==> config.mk <==
export PLATFORM = sky130hd
export DESIGN_NAME = nvram_upload
export DESIGN_NICKNAME = d
export VERILOG_FILES = /design/src/rtl/nvram_upload.sv
export SDC_FILE = /design/constraint.sdc
export NUM_CORES = 1
export LEC_CHECK = 0
export BUFFER_PORTS_ARGS = -buffer_cell sky130_fd_sc_hd__buf_2
export CAP_MARGIN = 20
export CORE_MARGIN = 5
export CORE_UTILIZATION = 45
export CTS_CLUSTER_DIAMETER = 200
export DETAILED_ROUTE_END_ITERATION = 10
export PLACE_DENSITY = 0.73
export SYNTH_ARGS = -nofsm -noshare
export SYNTH_HDL_FRONTEND = slang
export SYNTH_SLANG_ARGS = --single-unit
==> constraint.sdc <==
create_clock -name clk_sys -period 2.1 [get_ports clk_sys]
set_input_delay 0.21 -clock clk_sys [delete_from_list [all_inputs] [get_ports clk_sys]]
set_output_delay 0.21 -clock clk_sys [all_outputs]
set_load 0.02 [all_outputs]
==> src/rtl/nvram_upload.sv <==
// CMOS NVRAM save/restore bridge between the HPS ioctl port and the core's nibble-wide CMOS RAM.
// Pauses the core CPU, services byte strobes one at a time and tracks whether CMOS has changed.
module nvram_upload #(
    parameter int NV_INDEX = 4,
    parameter int NV_SIZE  = 1024
) (
    input  logic        clk_sys,
    input  logic        reset_n,
    input  logic        ioctl_upload,
    input  logic        ioctl_download,
    input  logic [15:0] ioctl_index,
    input  logic [24:0] ioctl_addr,
    input  logic        ioctl_rd,
    input  logic        ioctl_wr,
    input  logic [7:0]  ioctl_dout,
    output logic [7:0]  ioctl_din,
    output logic        pause_req,
    input  logic        pause_ack,
    output logic [9:0]  ram_addr,
    output logic [3:0]  ram_wdata,
    output logic        ram_we,
    input  logic [3:0]  ram_rdata,
    input  logic        cpu_cmos_we,
    output logic        nv_dirty
);

    typedef enum logic [2:0] {
        S_IDLE, S_PAUSE, S_READY, S_FETCH, S_LATCH, S_WRITE, S_DRAIN
    } state_t;

    state_t      r_state, w_nxt;
    logic        r_active_d;
    logic        r_pend_vld, r_pend_rd;
    logic [24:0] r_pend_addr;
    logic [3:0]  r_pend_data;
    logic [9:0]  r_ram_addr;
    logic [3:0]  r_ram_wdata;
    logic [7:0]  r_din;
    logic        r_oor, r_hit_last, r_dirty;

    logic        w_active, w_rise, w_strobe;
    logic        w_issue, w_done;
    logic        w_op_rd, w_op_oor;
    logic [24:0] w_op_addr;
    logic [3:0]  w_op_data;
    logic        w_unused;

    assign w_unused = ^ioctl_dout[7:4];

    assign w_active = (ioctl_upload | ioctl_download) && (ioctl_index == 16'(NV_INDEX));
    assign w_rise   = w_active & ~r_active_d;
    // A strobe coinciding with the rising edge of active is kept rather than lost.
    assign w_strobe = w_active & (ioctl_rd | ioctl_wr) & ((r_state != S_IDLE) | w_rise);

    assign w_op_rd   = r_pend_vld ? r_pend_rd   : ioctl_rd;
    assign w_op_addr = r_pend_vld ? r_pend_addr : ioctl_addr;
    assign w_op_data = r_pend_vld ? r_pend_data : ioctl_dout[3:0];
    assign w_op_oor  = (w_op_addr >= 25'(NV_SIZE));

    always_comb begin
        w_nxt   = r_state;
        w_issue = 1'b0;
        w_done  = 1'b0;
        case (r_state)
            S_IDLE:  if (w_rise) w_nxt = S_PAUSE;
            S_PAUSE: begin
                if (pause_ack)                     w_nxt = S_READY;
                else if (!w_active && !r_pend_vld) w_nxt = S_DRAIN;
            end
            S_READY: begin
                if (r_pend_vld || w_strobe) begin
                    w_issue = 1'b1;
                    if (w_op_rd)        w_nxt = S_FETCH;
                    else if (!w_op_oor) w_nxt = S_WRITE;
                end else if (!w_active) begin
                    w_nxt = S_DRAIN;
                end
            end
            S_FETCH: w_nxt = S_LATCH;
            S_LATCH: w_nxt = S_READY;
            S_WRITE: if (pause_ack) w_nxt = S_READY;
            S_DRAIN: begin
                w_nxt  = w_active ? S_PAUSE : S_IDLE;
                w_done = ~w_active;
            end
            default: w_nxt = S_IDLE;
        endcase
    end

    always_ff @(posedge clk_sys or negedge reset_n) begin
        if (!reset_n) begin
            r_state     <= S_IDLE;
            r_active_d  <= 1'b1;   // forces a fresh rising edge of active after reset
            r_pend_vld  <= 1'b0;
            r_pend_rd   <= 1'b0;
            r_pend_addr <= '0;
            r_pend_data <= '0;
            r_ram_addr  <= '0;
            r_ram_wdata <= '0;
            r_din       <= 8'h00;
            r_oor       <= 1'b0;
            r_hit_last  <= 1'b0;
            r_dirty     <= 1'b0;
        end else begin
            r_state    <= w_nxt;
            r_active_d <= w_active;

            if (w_strobe && ((r_state == S_READY) ? r_pend_vld : !r_pend_vld)) begin
                r_pend_vld  <= 1'b1;
                r_pend_rd   <= ioctl_rd;
                r_pend_addr <= ioctl_addr;
                r_pend_data <= ioctl_dout[3:0];
            end else if ((r_state == S_READY) && r_pend_vld) begin
                r_pend_vld <= 1'b0;
            end

            if (w_rise) r_hit_last <= 1'b0;
            if (w_issue) begin
                r_oor <= w_op_oor;
                if (!w_op_oor) begin
                    r_ram_addr <= w_op_addr[9:0];
                    if (!w_op_rd) r_ram_wdata <= w_op_data;
                end
                if (w_op_addr == 25'(NV_SIZE - 1)) r_hit_last <= 1'b1;
            end

            if (r_state == S_LATCH) r_din <= r_oor ? 8'h00 : {4'h0, ram_rdata};

            if ((r_state == S_IDLE) && cpu_cmos_we) r_dirty <= 1'b1;
            else if (w_done && r_hit_last)          r_dirty <= 1'b0;
        end
    end

    assign pause_req = (r_state != S_IDLE);
    assign ram_we    = (r_state == S_WRITE) & pause_ack;
    assign ram_addr  = r_ram_addr;
    assign ram_wdata = r_ram_wdata;
    assign ioctl_din = r_din;
    assign nv_dirty  = r_dirty;

endmodule

==> results.py <==
metrics = {
    "power": {
        "power_mw": 3.36,
        "power.density_mw_per_mm2": 995,
        "vdd_drop_max_v": 0.000570,
        "p_leak_nw": 1.74,
    },
    "placement": {
        "placed_cells": 376,
        "hpwl_um": 4390,
        "io_buffer_count": 77,
        "dpl_cell_area_sq_mm": 0.00323,
        "dp_slack_ns": 0.0885,
        "gp_congestion": 0.876,
    },
    "logic_synthesis": {
        "ys_ff_latch": 56,
        "synth_compound_area_frac": 0.0713,
        "synth_warnings": 0,
        "synth_top_family_by_area": "multiplexers",
        "syn_area_sq_mm": 0.00274,
        "synth-main-ff-cell": "dfrtp_1",
        "yosysSeqAreaShare": 0.512,
        "yosys.cell_types.count": 43,
        "synthCells": 225,
        "synth-async-reset-ratio": 1.00,
        "synth-edff-count": 0,
        "synthMuxAreaShare": 0.243,
        "avgSynthCellArea_sq_um": 12.2,
        "synthXorXnorAreaFrac": 0,
        "synth-simple-area-share": 0.127,
        "yosys.area_share.adder": 0.00457,
    },
    "detailed_routing": {
        "wl_met3_um": 362,
        "antenna_left": 0,
        "vias": 1990,
        "route.detailed.drc": 0,
        "wl_met2_um": 2960,
        "drtPass1Iterations": 4,
        "routed_via_density": 5.17,
        "met1_length_um": 2430,
        "dr.max_layer_used": "met4",
        "wl_per_cell_um": 15.1,
        "drt_iter0_markers": 58,
        "routed_wl_um": 5800,
    },
    "clock_network": {
        "cts_buffer_depth": 2,
        "htreeDepth": 2,
        "tritoncts.num_buffers": 5,
        "clk_pin_slew_ns": 0.10,
        "postCtsSetupBuffers": 0,
        "cts_tree": "built",
        "clk_latency_ns": 0.30,
        "cts_root_buffer": "clkbuf_8",
        "cts.sinks": 56,
    },
    "sta": {
        "finalWorstSetupSlack_ns": 0.105,
        "rsz0062_at_grt": "false",
        "slew_viol_final": 0,
        "setup_violations": 0,
        "fmax_mhz": 501,
        "tns_ns": 0,
        "finalHoldViolCount": 0,
        "period_needed_ns": 2.00,
        "min_period_over_period": 0.950,
        "clock_skew_ns": 0.00697,
    },
    "die": {
        "die_y_um": 88.0,
        "placementRows": 28,
        "die-area_sq_mm": 0.00775,
        "initial_core_util": 0.463,
        "fp.coreArea_sq_mm": 0.00592,
        "dieWidth_um": 88.0,
        "num_io_pins": 86,
    },
    "grt": {
        "antenna_found_initial": 0,
        "grt_first_pass_wirelength_um": 9870,
        "first_global_vias": 2171,
        "grt_use_total": 0.162,
        "gr-total-overflow": 0,
        "grt_max_degree": 40,
    },
    "finish": {
        "fin_cells": 385,
        "area_growth_pct": 23.3,
        "drive_above_1_share": 0.519,
        "antenna_cells": 0,
        "fin_area_sq_mm": 0.00338,
        "fin_nets": 371,
    },
    "critical_path": {
        "crit_path_start_kind": "register",
        "cp.required_ns": 2.30,
        "crit_fanout": 6,
        "r2r_slack_ns": 0.10,
        "end_kind": "register",
        "critPathArrivalTime_ns": 2.19,
        "criticalPathCategory": "register to register",
    },
    "run_status": {
        "outcome": "finished, final reports clean",
    },
    "hold_path": {
        "min_path_type": "input pin to register",
    },
    "flow_run": {
        "max_cap_violations": 0,
    },
}
==> kinds of logic (layout without fill, tap and decap cells) <==
kind of cell,Yosys count,in the layout
AO/OA/AOI/OAI,30,30
adder cells (fa/ha/maj),1,1
buffers and inverters,18,100
flip-flops,56,56
multiplexers,59,59
other,1,4
AND/OR/NAND/NOR,60,60
==> routing by layer <==
metal  global-route usage  vias up
met5                    0        -
met2                0.281       53
met4               0.0508        0
li1                     -      980
met3               0.0376        6
met1                0.201      951
==> critical path: stages, from the launching register on <==
cell	delay, ns
dfrtp_1	0.47
or4b_1	0.53
o31ai_1	0.21
nand3_1	0.13
o211ai_2	0.11
a21o_2	0.16
mux2_4	0.30
==> sequential cells by signal, indices dropped and copies added (netlist names) <==
name and flops:
r_pend_rd 1, r_state 3, ram_addr 10, r_active_d 1
r_hit_last 1, r_oor 1, nv_dirty 1, ioctl_din 4
ram_wdata 4, r_pend_addr 25, r_pend_data 4, r_pend_vld 1
==> stage by stage <==
stage / utilization / hold slack [ns]
global route: 0.571 / 0.127
CTS: 0.570 / 0.121
detailed placement: 0.546 / 0.173
finish: 0.571 / 0.128
floorplan: - / -0.0856
global placement: 0.546 / 0.167
==> Yosys cell counts, drive strengths merged (2+ instances only) <==
cell	count	area, sq um
mux2	58	657
dfrtp	55	1380
buf	12	88.8
o21ai	11	55.1
nand2	10	37.5
nor2	10	37.5
nand3	8	40.0
nor4	8	56.3
a21oi	6	30.0
nand2b	5	31.3
inv	4	15.0
nor2b	4	27.5
nor3	4	31.3
a21o	3	23.8
nand4	3	18.8
a31oi	2	12.5
clkbuf	2	7.51
nor4b	2	17.5
o21a	2	15.0
==> power breakdown <==
| group | leakage [nW] | switching (mW) | internal [mW] |
|---|---|---|---|
| sequential | 0.756 | 0.148 | 1.26 |
| clock | 0.0654 | 0.332 | 0.477 |
| combinational | 0.917 | 0.598 | 0.545 |
| total | 1.74 | 1.08 | 2.28 |
==> repair_timing <==
item | CTS | global route
resized for setup | 0 | 2
endpoints found under the setup margin | 0 | 6
hold buffers | 1 | 0
hold endpoints to repair | 17 | 0
==> path summary, 6_finish.rpt <==
path | startpoint | end | depth (start not counted)
setup / recovery | r_state[2] | r_state[2] | 6
hold / removal | cpu_cmos_we | nv_dirty | 2
setup reg to reg | r_state[2] | r_state[2] | 6
hold reg to reg | ioctl_din[0] | ioctl_din[0] | 2
max in group asynchronous | reset_n | r_active_d | 3
min in group asynchronous | reset_n | r_pend_data[0] | 2
==> layout by cell type, fill, tap and decap left out, types with 4 or more instances in the layout <==
master,n
a21oi_1,6
buf_2,77
buf_4,8
clkbuf_8,5
conb_1,4
dfrtp_1,53
inv_1,4
mux2_2,56
nand2_1,10
nand2b_1,5
nand3_1,8
nor2_1,10
nor4_1,7
o21ai_0,11
==> layout make-up <==
type,instances,area (sq um)
Timing Repair Buffer,88,495
Fill cell,515,2540
Tap cell,75,93.8
Clock inverter,2,60.1
Sequential cell,56,1410
Clock buffer,6,72.6
Multi-Input combinational cell,154,1240
Inverter,4,15.0
No activity file was read; power rests on OpenSTA's default activity.
